<file path="src/rtl/tick_scheduler.sv">
// Two-rate game tick generator plus run/score lifecycle (BCD score, level, high score).
// game_tick[1] follows every frame; game_tick[0] fires every `period` frames, shrinking with level.
module tick_scheduler #(
  parameter int unsigned BASE_PERIOD = 6,
  parameter int unsigned MIN_PERIOD  = 2,
  parameter int unsigned LEVEL_MAX   = 7
) (
  input  logic        clk,
  input  logic        rst,
  input  logic        frame_pulse,
  input  logic        game_start_pulse,
  input  logic        game_over_pulse,
  output logic [1:0]  game_tick,
  output logic [15:0] score,
  output logic [15:0] hi_score,
  output logic [2:0]  level,
  output logic        new_high,
  output logic        running
);

  typedef enum logic [1:0] {
    IDLE = 2'd0,
    RUN  = 2'd1,
    OVER = 2'd2
  } state_t;

  state_t      state, state_next;
  logic        start_ok, over_ok;
  logic [3:0]  frame_cnt;
  logic [3:0]  period;
  logic [4:0]  level_ext;
  logic        tick0_fire;
  logic        score_inc;
  logic [15:0] score_next;
  logic        level_up;

  function automatic logic [15:0] bcd_inc(input logic [15:0] v);
    logic [15:0] r;
    logic        carry;
    r     = v;
    carry = 1'b1;
    for (int unsigned i = 0; i < 4; i++) begin
      if (carry) begin
        if (r[i*4 +: 4] == 4'd9) begin
          r[i*4 +: 4] = 4'd0;
        end else begin
          r[i*4 +: 4] = r[i*4 +: 4] + 4'd1;
          carry       = 1'b0;
        end
      end
    end
    return r;
  endfunction

  always_ff @(posedge clk) begin
    if (rst) begin
      state <= IDLE;
    end else begin
      state <= state_next;
    end
  end

  always_comb begin
    state_next = state;
    start_ok   = 1'b0;
    over_ok    = 1'b0;
    case (state)
      IDLE, OVER: begin
        if (game_start_pulse) begin
          start_ok   = 1'b1;
          state_next = RUN;
        end
      end
      RUN: begin
        if (game_over_pulse) begin
          over_ok    = 1'b1;
          state_next = OVER;
        end
      end
      default: state_next = IDLE;
    endcase
  end

  // period = max(BASE_PERIOD - level, MIN_PERIOD), computed without underflow
  always_comb begin
    level_ext = {2'b00, level};
    if (level_ext + 5'(MIN_PERIOD) >= 5'(BASE_PERIOD)) begin
      period = 4'(MIN_PERIOD);
    end else begin
      period = 4'(5'(BASE_PERIOD) - level_ext);
    end
  end

  // >= rather than == so a period shrink never leaves the counter stranded above the new limit
  always_comb begin
    tick0_fire = frame_pulse && !start_ok && (frame_cnt >= period - 4'd1);
    score_inc  = (state == RUN) && tick0_fire && (score != 16'h9999);
    score_next = score_inc ? bcd_inc(score) : score;
    level_up   = score_inc && (score_next[7:0] == 8'h00) && (level < 3'(LEVEL_MAX));
  end

  always_ff @(posedge clk) begin
    if (rst) begin
      game_tick <= '0;
      frame_cnt <= '0;
      score     <= '0;
      hi_score  <= '0;
      level     <= '0;
      new_high  <= 1'b0;
      running   <= 1'b0;
    end else begin
      running   <= (state_next == RUN);
      game_tick <= {frame_pulse, tick0_fire};

      if (start_ok || (frame_pulse && tick0_fire)) begin
        frame_cnt <= '0;
      end else if (frame_pulse) begin
        frame_cnt <= frame_cnt + 4'd1;
      end

      if (start_ok) begin
        score    <= '0;
        level    <= '0;
        new_high <= 1'b0;
      end else begin
        score <= score_next;
        if (level_up) begin
          level <= level + 3'd1;
        end
        // compare against the post-increment score so a coincident final tick counts
        if (over_ok && (score_next > hi_score)) begin
          hi_score <= score_next;
          new_high <= 1'b1;
        end
      end
    end
  end

endmodule
</file>
<file path="config.mk">
export PLATFORM = sky130hd
export DESIGN_NAME = tick_scheduler
export DESIGN_NICKNAME = d
export VERILOG_FILES = /design/src/rtl/tick_scheduler.sv
export SDC_FILE = /design/constraint.sdc
export NUM_CORES = 1
export LEC_CHECK = 0
export CAP_MARGIN = 20
export CORE_ASPECT_RATIO = 1.75
export CORE_MARGIN = 2
export CORE_UTILIZATION = 56
export CTS_BUF_LIST = sky130_fd_sc_hd__clkbuf_4 sky130_fd_sc_hd__clkbuf_8
export DETAILED_ROUTE_END_ITERATION = 12
export GPL_TIMING_DRIVEN = 1
export PLACE_DENSITY = 0.83
export SLEW_MARGIN = 20
export SYNTH_ARGS = -nofsm -noshare
export SYNTH_HDL_FRONTEND = slang
export SYNTH_SLANG_ARGS = --single-unit
</file>
<file path="constraint.sdc">
create_clock -name clk -period 4.55 [get_ports clk]
set_input_delay 0.455 -clock clk [delete_from_list [all_inputs] [get_ports clk]]
set_output_delay 0.455 -clock clk [all_outputs]
set_load 0.005 [all_outputs]
</file>
==> metrics.md <==
| Metric | Value |
|---|---|
| Outcome | finished clean |
| ANT cells | 0 |
| RSZ-0062 raised after global routing | false |
| Mapped Area | 2765 sq um |
| NumNets Final | 413 |
| CP Launch Type | flop |
| Worst Path Max Fanout | 6 |
| Hold Fails Final Rpt | 0 |
| Tmin final | 4.285 ns |
| Share of cells above drive strength 1 | 16.75% |
| Final setup fails | 0 |
| Setup TNS Final | 0 ns |
| Post-Syn Instances | 318 |
| Syn avg cell area | 8.695 sq um |
| Worst Min Path Start | new_high |
| CTS Buf Count | 5 |
| Syn nets | 350 |
| Initial antenna violation count | 0 |
| Tot Pwr | 1123 uW |
| Synth cell count leaders | 45 x dfxtp_1, 37 x inv_1, 28 x nor2_1 |
| Filler cell count in the final layout | 344 |
| Initial Util | 58.75% |
| Rows | 33 |
| Iter 0 DRT Violations | 95 |
| Post-synth EDFFs | 0 |
| Area Growth Syn to Fin | 27.92% |
| Share of the synthesized area in the top cell type | 32.58% |
| Vias | 2536 |
| Synth warnings | 0 |
| Crit path DAT | 4.47 ns |
| Worst-margin pin slew | 0.9319 ns |
| Global route overflow | 0 |
| Reg-to-Reg Start | level[1] |
| DR DRC count | 0 |
| Worst-path clk slew | 0.08 ns |
| Die Wd | 57.12 um |
| Yosys reg bits | 45 |
| Cell Pwr Density | 317.6 nW/um^2 |
| Sequential fraction of the synthesis area | 32.58% |
| DRT Pass-1 Iters | 4 |
| Worst skew pair latency | 0.29 ns |
| Routed Antenna Nets | 0 |
| Area contributors post-synth | dfxtp_1 33%, ha_1 12%, inv_1 5.0% |
| Pins Over Slew Limit | 0 |
| Core area | 4707 sq um |
| Wire per inst | 16.82 um |
| H-tree Lvls | 2 |
| Max Clock Freq | 0.2334 GHz |
| Final Non-Filler Cells | 434 |
| Period Utilization, post-route | 94.17% |
| Dpl cell area | 3344 sq um |
| Count leader, synth | dfxtp_1 |
| Design area | 3537 sq um |
| Vias per cell | 5.843 |
| Worst slew margin | 37.68% |
| CP required | 4.74 ns |
| Most used DFF post-synth | dfxtp_1 |
| Endpoint class of the critical path | flop |
| Max VDD drop | 364.3 uV |
| Crit Path Class | flop to flop |
| Root Driver | clkbuf_8 |
| Post-Route WL | 7300 um |
| Cell count after placement | 421 |
| Hold WC Path Type | flop to flop |
| Leak | 0.001462 uW |
| Global Route Usage Sum | 27.50% |
| Synth area leader | dfxtp_1 |
| Vias in the first global route | 2658 |
| Max-cap violations | 0 |
| Library cells used by synthesis | 53 |
| Die Footprint | 5538 sq um |
| Die Height | 96.96 um |
| Clock tree from TritonCTS | done |
| Largest net degree at the start of global routing | 23 |
| Global-route wire length before repair | 12160 um |
| Port bufs | 43 |
| Hold-fix buffer count after cts | 0 |
| Clk buf depth | 2 |
| CP Launch Point | level[1] |
| Clock sink total | 45 |
| Synth async-reset ratio | 0% |
| Clk_skew | 0.004711 ns |
| Post-DP HPWL | 5512 um |
| RD Place Congestion | 0.8761 |
| Top Ports | 44 |
## final timing paths
| path | endpoint | slack (ns) | depth (start not counted) |
|---|---|---|---|
| min | new_high | 0.48 | 1 |
| max reg2reg | hi_score[13] | 0.27 | 19 |
| max | hi_score[13] | 0.27 | 19 |
| min reg2reg | new_high | 0.48 | 1 |
## sequential cells by signal (all words and copies together) (netlist names)
register   count
game_tick      2
state          2
level          3
frame_cnt      4
score         16
hi_score      16
running        1
new_high       1
## power breakdown
group	internal (uW)	switching [uW]	leakage, uW
combinational	193	212	0.00105
sequential	432	27.0	0.000365
clock	127	132	0.0000498
## layout make-up
| cell class | instances | area [sq um] | area share, % |
|---|---|---|---|
| multi-input combinational | 225 | 1728 | 48.85 |
| sequential | 45 | 903.4 | 25.54 |
| timing repair buffer | 67 | 610.6 | 17.26 |
| inverter | 37 | 138.9 | 3.926 |
| clock buffer | 8 | 91.34 | 2.582 |
| tap | 52 | 65.06 | 1.839 |
## cell usage in the layout (no fill, tap or decap), types with 4 or more instances in the layout
cell | Yosys | layout
nor2_1 | 28 | 28
mux2i_1 | 6 | 4
nand3_1 | 10 | 10
and3_1 | 6 | 5
nor3_1 | 15 | 12
nor2b_1 | 10 | 10
nand4_1 | 8 | 8
and2_1 | 6 | 5
clkdlybuf4s50_1 | 0 | 43
o21a_1 | 5 | 5
clkbuf_8 | 0 | 5
a211oi_1 | 12 | 11
dfxtp_1 | 45 | 43
a311oi_1 | 4 | 4
nand2b_1 | 6 | 6
nand2_1 | 19 | 19
buf_4 | 1 | 24
xnor2_1 | 4 | 4
inv_1 | 37 | 37
a21oi_1 | 12 | 11
xor2_1 | 10 | 9
ha_1 | 27 | 27
## per-layer routing
layer | global-route usage, % | routed length, um
met5 | 0 | 0
met4 | 15.21 | 403
met3 | 4.679 | 301
met2 | 49.96 | 3824
met1 | 28.52 | 2771
## worst max-delay path: stages, from the launching register on
cell and delay, ns:
dfxtp_2 0.38, inv_1 0.09, ha_1 0.31, a211oi_2 0.22, nand4_1 0.14, ha_1 0.29, o21a_1 0.15, o21a_1 0.21
and3_2 0.28, nand4_1 0.13, xnor2_1 0.31, inv_1 0.10, ha_1 0.31, nand4_1 0.13, nor2_1 0.25, buf_4 0.18
o311a_1 0.24, buf_4 0.16, nor3_1 0.05, a211oi_1 0.23
## cells by family (layout without fill, tap and decap cells)
logic type      Yosys count  count (layout)  share of synthesized area (%)
fa+ha+maj                27              27                          12.22
buf+inv                  48             112                          7.149
xor+xnor                 14              14                          4.434
compound gates           55              55                          16.38
mux                       8               8                          3.122
flops                    45              45                          32.58
simple gates            121             121                          24.12
## what timing repair did
action | CTS | global route
endpoints found under the setup margin | 17 | 17
gates resized for setup | 2 | 14
setup buffers | 2 | 3
pin swaps | 1 | 2
## per-stage QoR
stage | setup WS (ns) | hold slack [ns] | util [%]
6_report | 0.2651 | 0.4822 | 75.15
5_1_grt | 0.05698 | 0.5321 | 75.15
4_1_cts | 0.04601 | 0.4810 | 73.50
3_5_place_dp | -0.2422 | 0.4681 | 71.05
3_3_place_gp | -0.03788 | 0.4514 | 71.05
2_1_floorplan | 0.4194 | 0.4446 | -
No activity file was read; power rests on OpenSTA's default activity.
